[config.mk]
export PLATFORM = sky130hd
export DESIGN_NAME = mem_pipe_flat
export DESIGN_NICKNAME = d
export VERILOG_FILES = /design/src/rtl/mem_pipe_if.sv /design/src/rtl/mem_pipe.sv /design/src/flat_wrapper.sv
export SDC_FILE = /design/constraint.sdc
export NUM_CORES = 1
export LEC_CHECK = 0
export ABC_AREA = 1
export CAP_MARGIN = 0
export CORE_AREA = 2 2 140 88
export CTS_BUF_LIST = sky130_fd_sc_hd__clkbuf_4 sky130_fd_sc_hd__clkbuf_8 sky130_fd_sc_hd__clkbuf_16
export DETAILED_ROUTE_END_ITERATION = 10
export DIE_AREA = 0 0 142 90
export PLACE_DENSITY = 0.85
export SLEW_MARGIN = 20
export SYNTH_ARGS = -nofsm -noshare
export SYNTH_HDL_FRONTEND = slang
export SYNTH_SLANG_ARGS = --single-unit
export TNS_END_PERCENT = 20
[constraint.sdc]
create_clock -name clk_i -period 3.62 [get_ports clk_i]
set_input_delay 1.086 -clock clk_i [delete_from_list [all_inputs] [get_ports clk_i]]
set_output_delay 1.086 -clock clk_i [all_outputs]
set_load 0.02 [all_outputs]
[src/rtl/mem_pipe_if.sv]
// mem_pipe_if -- data-memory request/response bus used by the MEM stage.
//   dmem_req_o    : request strobe, high while a load/store is outstanding
//   dmem_we_o     : 1 = store, 0 = load
//   dmem_addr_o   : byte address of the access
//   dmem_wdata_o  : store data
//   dmem_ack_i    : completion strobe from memory
//   dmem_rdata_i  : load data, valid in the ack cycle
// master = pipeline side, slave = memory side.
interface mem_pipe_if;
  logic        dmem_req_o;
  logic        dmem_we_o;
  logic [31:0] dmem_addr_o;
  logic [31:0] dmem_wdata_o;
  logic        dmem_ack_i;
  logic [31:0] dmem_rdata_i;

  modport master (
    output dmem_req_o, dmem_we_o, dmem_addr_o, dmem_wdata_o,
    input  dmem_ack_i, dmem_rdata_i
  );

  modport slave (
    input  dmem_req_o, dmem_we_o, dmem_addr_o, dmem_wdata_o,
    output dmem_ack_i, dmem_rdata_i
  );
endinterface

[src/rtl/mem_pipe.sv]
// mem_pipe -- MEM stage of a five-stage pipeline: EX/MEM and MEM/WB
// registers, data-memory handshake, stall generation and a timeout monitor.
//   clk_i, rst_i          : rising-edge clock, synchronous active-high reset
//   ex_*_i                : instruction leaving EX (valid, control, rd, ALU, store data)
//   dmem                  : data-memory bus (mem_pipe_if.master)
//   stall_o               : freezes PC, IF/ID and ID/EX while memory is busy
//   EXMEM_*_o / MEMWB_*_o : forwarding views and register-file write port
//   err_o                 : sticky flag, set once a request has waited 15 cycles
module mem_pipe (
  input  logic              clk_i,
  input  logic              rst_i,
  input  logic              ex_valid_i,
  input  logic              ex_rw_i,
  input  logic              ex_memtoreg_i,
  input  logic              ex_memread_i,
  input  logic              ex_memwrite_i,
  input  logic [4:0]        ex_rd_i,
  input  logic [31:0]       ex_alu_i,
  input  logic [31:0]       ex_wdata_i,
  mem_pipe_if.master        dmem,
  output logic              stall_o,
  output logic              EXMEM_rw_o,
  output logic [4:0]        EXMEM_rd_o,
  output logic [31:0]       EXMEM_data_o,
  output logic              MEMWB_rw_o,
  output logic [4:0]        MEMWB_rd_o,
  output logic [31:0]       MEMWB_data_o,
  output logic              err_o
);

  typedef enum logic {IDLE, WAIT} state_t;

  logic        r_exMemValid;
  logic        r_exMemRw;
  logic        r_exMemMemToReg;
  logic        r_exMemMemRead;
  logic        r_exMemMemWrite;
  logic [4:0]  r_exMemRd;
  logic [31:0] r_exMemAlu;
  logic [31:0] r_exMemWdata;

  logic        r_memWbValid;
  logic        r_memWbRw;
  logic        r_memWbMemToReg;
  logic        r_memWbMemRead;
  logic        r_memWbMemWrite;
  logic [4:0]  r_memWbRd;
  logic [31:0] r_memWbData;

  state_t      r_state;
  logic [3:0]  r_waitCnt;
  logic        r_err;

  logic        w_memOp;
  logic        w_ack;
  logic        w_stall;
  logic [31:0] w_wbData;
  state_t      w_nextState;
  logic [3:0]  w_nextCnt;
  logic        w_nextErr;
  logic        w_unusedMemWb;

  // An ack only counts while a request is actually presented.
  assign w_memOp  = r_exMemValid & (r_exMemMemRead | r_exMemMemWrite);
  assign w_ack    = w_memOp & dmem.dmem_ack_i;
  assign w_stall  = w_memOp & ~dmem.dmem_ack_i;
  assign w_wbData = (r_exMemMemToReg & r_exMemMemRead) ? dmem.dmem_rdata_i : r_exMemAlu;

  assign dmem.dmem_req_o   = w_memOp;
  assign dmem.dmem_we_o    = r_exMemMemWrite;
  assign dmem.dmem_addr_o  = r_exMemAlu;
  assign dmem.dmem_wdata_o = r_exMemWdata;

  assign stall_o      = w_stall;
  assign EXMEM_rw_o   = r_exMemValid & r_exMemRw;
  assign EXMEM_rd_o   = r_exMemRd;
  assign EXMEM_data_o = r_exMemAlu;
  assign MEMWB_rw_o   = r_memWbValid & r_memWbRw;
  assign MEMWB_rd_o   = r_memWbRd;
  assign MEMWB_data_o = r_memWbData;
  assign err_o        = r_err;

  // MEM/WB memory-control bits are carried for completeness but nothing
  // downstream of this block consumes them yet.
  assign w_unusedMemWb = &{1'b0, r_memWbMemToReg, r_memWbMemRead, r_memWbMemWrite};

  // Wait-state tracking: the counter runs only while parked in WAIT and
  // saturates, so err sets once and the request simply stays outstanding.
  always_comb begin
    w_nextState = r_state;
    w_nextCnt   = r_waitCnt;
    w_nextErr   = r_err;
    case (r_state)
      IDLE: begin
        w_nextCnt = 4'd0;
        if (w_memOp && !w_ack) w_nextState = WAIT;
      end
      WAIT: begin
        if (w_ack) begin
          w_nextState = IDLE;
          w_nextCnt   = 4'd0;
        end else if (r_waitCnt != 4'hF) begin
          w_nextCnt = r_waitCnt + 4'd1;
        end
      end
      default: begin
        w_nextState = IDLE;
        w_nextCnt   = 4'd0;
      end
    endcase
    if (w_nextCnt == 4'hF) w_nextErr = 1'b1;
  end

  always_ff @(posedge clk_i) begin
    if (rst_i) begin
      r_state   <= IDLE;
      r_waitCnt <= 4'd0;
      r_err     <= 1'b0;
    end else begin
      r_state   <= w_nextState;
      r_waitCnt <= w_nextCnt;
      r_err     <= w_nextErr;
    end
  end

  // Pipeline registers: EX/MEM freezes during a stall while MEM/WB takes a
  // bubble, so the stalled instruction writes back exactly once.
  always_ff @(posedge clk_i) begin
    if (rst_i) begin
      r_exMemValid    <= 1'b0;
      r_exMemRw       <= 1'b0;
      r_exMemMemToReg <= 1'b0;
      r_exMemMemRead  <= 1'b0;
      r_exMemMemWrite <= 1'b0;
      r_exMemRd       <= 5'd0;
      r_exMemAlu      <= 32'd0;
      r_exMemWdata    <= 32'd0;
      r_memWbValid    <= 1'b0;
      r_memWbRw       <= 1'b0;
      r_memWbMemToReg <= 1'b0;
      r_memWbMemRead  <= 1'b0;
      r_memWbMemWrite <= 1'b0;
      r_memWbRd       <= 5'd0;
      r_memWbData     <= 32'd0;
    end else if (!w_stall) begin
      r_exMemValid    <= ex_valid_i;
      r_exMemRw       <= ex_rw_i;
      r_exMemMemToReg <= ex_memtoreg_i;
      r_exMemMemRead  <= ex_memread_i;
      r_exMemMemWrite <= ex_memwrite_i;
      r_exMemRd       <= ex_rd_i;
      r_exMemAlu      <= ex_alu_i;
      r_exMemWdata    <= ex_wdata_i;
      r_memWbValid    <= r_exMemValid;
      r_memWbRw       <= r_exMemRw;
      r_memWbMemToReg <= r_exMemMemToReg;
      r_memWbMemRead  <= r_exMemMemRead;
      r_memWbMemWrite <= r_exMemMemWrite;
      r_memWbRd       <= r_exMemRd;
      r_memWbData     <= w_wbData;
    end else begin
      r_memWbValid    <= 1'b0;
      r_memWbRw       <= 1'b0;
      r_memWbMemToReg <= 1'b0;
      r_memWbMemRead  <= 1'b0;
      r_memWbMemWrite <= 1'b0;
    end
  end

endmodule

[src/flat_wrapper.sv]
// flat-port wrapper written by rule: the top's interface ports become plain ports
module mem_pipe_flat 
  (clk_i, rst_i, ex_valid_i, ex_rw_i, ex_memtoreg_i, ex_memread_i, ex_memwrite_i, ex_rd_i, ex_alu_i, ex_wdata_i, stall_o, EXMEM_rw_o, EXMEM_rd_o, EXMEM_data_o, MEMWB_rw_o, MEMWB_rd_o, MEMWB_data_o, err_o, dmem_dmem_req_o, dmem_dmem_we_o, dmem_dmem_addr_o, dmem_dmem_wdata_o, dmem_dmem_ack_i, dmem_dmem_rdata_i);
  mem_pipe_if dmem_i ();
  input  logic clk_i;
  input  logic rst_i;
  input  logic ex_valid_i;
  input  logic ex_rw_i;
  input  logic ex_memtoreg_i;
  input  logic ex_memread_i;
  input  logic ex_memwrite_i;
  input  logic [4:0] ex_rd_i;
  input  logic [31:0] ex_alu_i;
  input  logic [31:0] ex_wdata_i;
  output logic stall_o;
  output logic EXMEM_rw_o;
  output logic [4:0] EXMEM_rd_o;
  output logic [31:0] EXMEM_data_o;
  output logic MEMWB_rw_o;
  output logic [4:0] MEMWB_rd_o;
  output logic [31:0] MEMWB_data_o;
  output logic err_o;
  output wire logic [$bits(dmem_i.dmem_req_o)-1:0] dmem_dmem_req_o;
  output wire logic [$bits(dmem_i.dmem_we_o)-1:0] dmem_dmem_we_o;
  output wire logic [$bits(dmem_i.dmem_addr_o)-1:0] dmem_dmem_addr_o;
  output wire logic [$bits(dmem_i.dmem_wdata_o)-1:0] dmem_dmem_wdata_o;
  input wire logic [$bits(dmem_i.dmem_ack_i)-1:0] dmem_dmem_ack_i;
  input wire logic [$bits(dmem_i.dmem_rdata_i)-1:0] dmem_dmem_rdata_i;
  assign dmem_dmem_req_o = dmem_i.dmem_req_o;
  assign dmem_dmem_we_o = dmem_i.dmem_we_o;
  assign dmem_dmem_addr_o = dmem_i.dmem_addr_o;
  assign dmem_dmem_wdata_o = dmem_i.dmem_wdata_o;
  assign dmem_i.dmem_ack_i = dmem_dmem_ack_i;
  assign dmem_i.dmem_rdata_i = dmem_dmem_rdata_i;
  mem_pipe u_core (.clk_i(clk_i), .rst_i(rst_i), .ex_valid_i(ex_valid_i), .ex_rw_i(ex_rw_i), .ex_memtoreg_i(ex_memtoreg_i), .ex_memread_i(ex_memread_i), .ex_memwrite_i(ex_memwrite_i), .ex_rd_i(ex_rd_i), .ex_alu_i(ex_alu_i), .ex_wdata_i(ex_wdata_i), .dmem(dmem_i), .stall_o(stall_o), .EXMEM_rw_o(EXMEM_rw_o), .EXMEM_rd_o(EXMEM_rd_o), .EXMEM_data_o(EXMEM_data_o), .MEMWB_rw_o(MEMWB_rw_o), .MEMWB_rd_o(MEMWB_rd_o), .MEMWB_data_o(MEMWB_data_o), .err_o(err_o));
endmodule
==> run summary <==
At the worst endpoint, the arrival time is 2.29 ns. Timing would allow up to 296 MHz. Across all hold checks on the routed design, the worst slack comes to 0.455 ns. Dividing the detail-routed wire length by the instance count gives 14.9 um.

The final weighted congestion of routability-driven global placement came out at 0.792. Kind of critical path: input pin to output port. Port buffering added 252 buffers.

Together, buffers and inverters on the worst path number 2. The clock transition at the registers of the reported paths is 0.05 ns. The logs give 4,843 for the total number of vias and 942 uW for the switching power total. The share of the synthesized area in the top cell type is 0.494.

Relative slew slack: 0.476. Max-cap violations in this run came to 0. The final HPWL from detailed placement is 9650 um.

The gate count of the mapped netlist is 608. The tools report the starting utilization of the core area as 0.416. The worst register-to-register path has a setup slack of 1.47 ns. Averaged over all synthesized cells, the footprint is 7.93 sq um. The tools report the via count of the first global-routing pass as 4,373.

In this run the clock root is driven by a clkbuf_16. The tools report the post-route non-filler standard cell count as 968. The final net count is 918. In this design, the critical path's most frequently occurring cell is clkdlybuf4s50_1.

The global-route wire length before repair is 22,300 um, and the antenna diode count is 0. The critical path goes through clkdlybuf4s50_1 -> nor2_4 -> clkdlybuf4s50_1. After clock tree synthesis, the repair step resized 0 gates. The total wire length was 14,400 um; the synthesis-to-layout area growth was 60.5%.

By area the synthesized netlist is led by dfxtp_1, nor2_1, nand3_1. Share of the yosys chip area belonging to registers: 0.494. The initial detailed-routing violation count is 245, and the post-layout total power is 3.82 mW. The logs give 1,000 for the number of filler instances in the final layout and 0.0102 ns for the worst clock skew on the final layout.

The region available for standard cell placement spans 11,600 sq um. The final count of pins violating max slew is 0, and the highest ir drop seen on vdd is 0.306 mV. In the routed design, unresolved DRC markers number 0. The run gives 4 as the first-pass detailed-route iteration total. The die area is 12,800 sq um, and the transition time at the pin with the least slew margin is 0.786 ns. The width of the die is 142 um, and the largest stage delay on the critical path is 0.61 ns. The run gives 22 as the unique cell type count in the Yosys netlist. The later pin in the worst-skew pair is clocked with a latency of 0.40 ns.

The number of placement rows was 31; the flip-flop and latch count after synthesis was 119. The total routing resource utilization after global routing came out at 0.220. The clock net in this run drives a total of 119 sinks. Entering global routing, the biggest net connects 84 pins. In the layout the commonest cells are clkdlybuf4s50_1, nor2_1, dfxtp_1, nand3_1, o21ai_0.

Adding up every negative setup slack in the final design gives 0 ns. Endpoint kind of the worst setup timing path: an output port. STA puts the critical path data required time at 2.53 ns. Number of hold violations in the final report: 0.

In this run the remaining antenna-violating nets after routing total 0. The total overflow reported by the global router came out at 0. TritonCTS built the clock tree. Top fanout value on the critical path: 2.

Leaving out fill and tap cells, the most frequent cell in the layout is clkdlybuf4s50_1. The floorplan step set the die height to 90 um. The number of antenna violations at the first check in global routing came out at 0. The tools report the share of the core filled with cells in the final layout as 0.667.

The clock share of power came out at 0.450. The run finished with clean final reports. The number of hold buffers added after CTS was 0. The analysis attributes to cell leakage a power of 3.49 nW. The critical path startpoint category was an input pin. During I/O placement, the number of pins put on the boundary was 253. Dividing the detail-routed via count by the number of cells gives 5.00. The internal power was 2.88 mW; the count of final setup violators was 0. The synthesized netlist occupies a cell area of 4820 sq um. CTS built an H-tree with a depth of 4.

For the combinational share of power, the log shows 0.169. The logs give 2 for the buffer depth of the longest clock path and 0 for the post-CTS setup buffer count. The fraction of power spent switching nets works out to 0.247. Fraction of the cycle the final worst path needs: 0.933. Of all cell types, the one taking the most synthesized area is dfxtp_1. Broken down by cell family, the worst path's largest delay share belongs to buffers and inverters.

The tools report the clock buffer count from CTS as 17. The slowest stage of the critical path belongs to the cell clkdlybuf4s50_1. The placed cell count was 937; the sequential power share was 0.382. The share of post-route cells with drive strength above 1 is 0.0549.

Setup repair after global routing left no endpoint under its margin. The tools report the net count after synthesis as 718. For this run, the number of Yosys warnings is 0.

The path class of the tightest hold or removal check is flop to flop. For this design the ratio of total power to cell area is 493 nW/um^2. The minimum clock period works out to 3.38 ns.
## Yosys cell counts
cell        n
o211a_1    32
o21ai_0    64
clkbuf_1   19
nand2_2     2
nand2_1    44
nor2_4      1
buf_1       3
o21ai_1    15
nor2_1    157
a21oi_1     5
inv_2       2
o21a_1      1
buf_2      19
nor3_1      1
dfxtp_1   119
buf_4      36
buf_6       2
nor3b_1     2
ha_1        1
nand4_1     2
nand3_1    70
inv_1      11
## tightest hold or removal path: stages, from the launching register on
cell     delay (ns)
dfxtp_1        0.31
inv_1          0.05
a21oi_1        0.05
## through the flow
stage / setup slack (ns) / instance area, sq um
floorplan: 1.03 / 4820
global placement: 0.250 / 7140
detailed placement: 0.252 / 7140
CTS: 0.243 / 7740
global route: 0.213 / 7740
finish: 0.243 / 7740
## kinds of logic after synthesis
| kind of cell | Yosys count | share of synthesized area |
|---|---|---|
| adder cells (fa/ha/maj) | 1 | 0.00259 |
| AND/OR/NAND/NOR | 279 | 0.241 |
| AO/OA/AOI/OAI | 117 | 0.155 |
| flip-flops | 119 | 0.494 |
| buffers and inverters | 92 | 0.108 |
## path summary, 6_finish.rpt
kind,start,end,cells past startpoint
worst min register to register,u_core.err_o$_SDFFE_PP0N_,u_core.err_o$_SDFFE_PP0N_,2
worst max-delay path,dmem_dmem_ack_i,stall_o,3
worst max register to register,u_core.dmem.dmem_we_o$_SDFFE_PP0N_,u_core.MEMWB_data_o[1]$_SDFFE_PP0N_,8
worst min-delay path,u_core.err_o$_SDFFE_PP0N_,u_core.err_o$_SDFFE_PP0N_,2
## cell type report
type	instances	area, sq um	share of cell area
Multi-Input combinational cell	397	1920	0.248
Clock inverter	8	123	0.0158
Tap cell	148	185	0.0239
Sequential cell	119	2380	0.308
Timing Repair Buffer	260	2590	0.335
Clock buffer	23	483	0.0624
Inverter	13	51.3	0.00663
## sequential cells by signal, summed over array words and instances (netlist names), named ones only
register / cells
u_core.r_memWbValid: 1
u_core.r_memWbRw: 1
u_core.r_exMemRw: 1
u_core.err_o: 1
u_core.EXMEM_data_o: 32
u_core.r_waitCnt: 4
u_core.MEMWB_rd_o: 5
u_core.EXMEM_rd_o: 5
u_core.r_exMemMemRead: 1
u_core.MEMWB_data_o: 32
u_core.r_exMemMemToReg: 1
u_core.r_exMemValid: 1
u_core.dmem.dmem_we_o: 1
u_core.dmem.dmem_wdata_o: 32
## power by group through the flow
stage / Combinational [mW] / Clock [mW] / Sequential [mW]
floorplan: 0.220 / 0 / 1.57
global placement: 0.640 / 0 / 1.48
CTS: 0.649 / 1.75 / 1.46
finish: 0.645 / 1.72 / 1.46
global route: 0.691 / 1.81 / 1.47
detailed placement: 0.646 / 0 / 1.48
## metal layers
layer	part of all wire	wire, um	track usage	vias to the layer above
li1	-	-	-	2391
met1	0.43	6130	0.266	2242
met2	0.47	6750	0.362	200
met3	0.098	1420	0.0874	10
met4	0.0084	121	0.0583	0
met5	0	0	0	-
(Power assumes the default switching activity.)
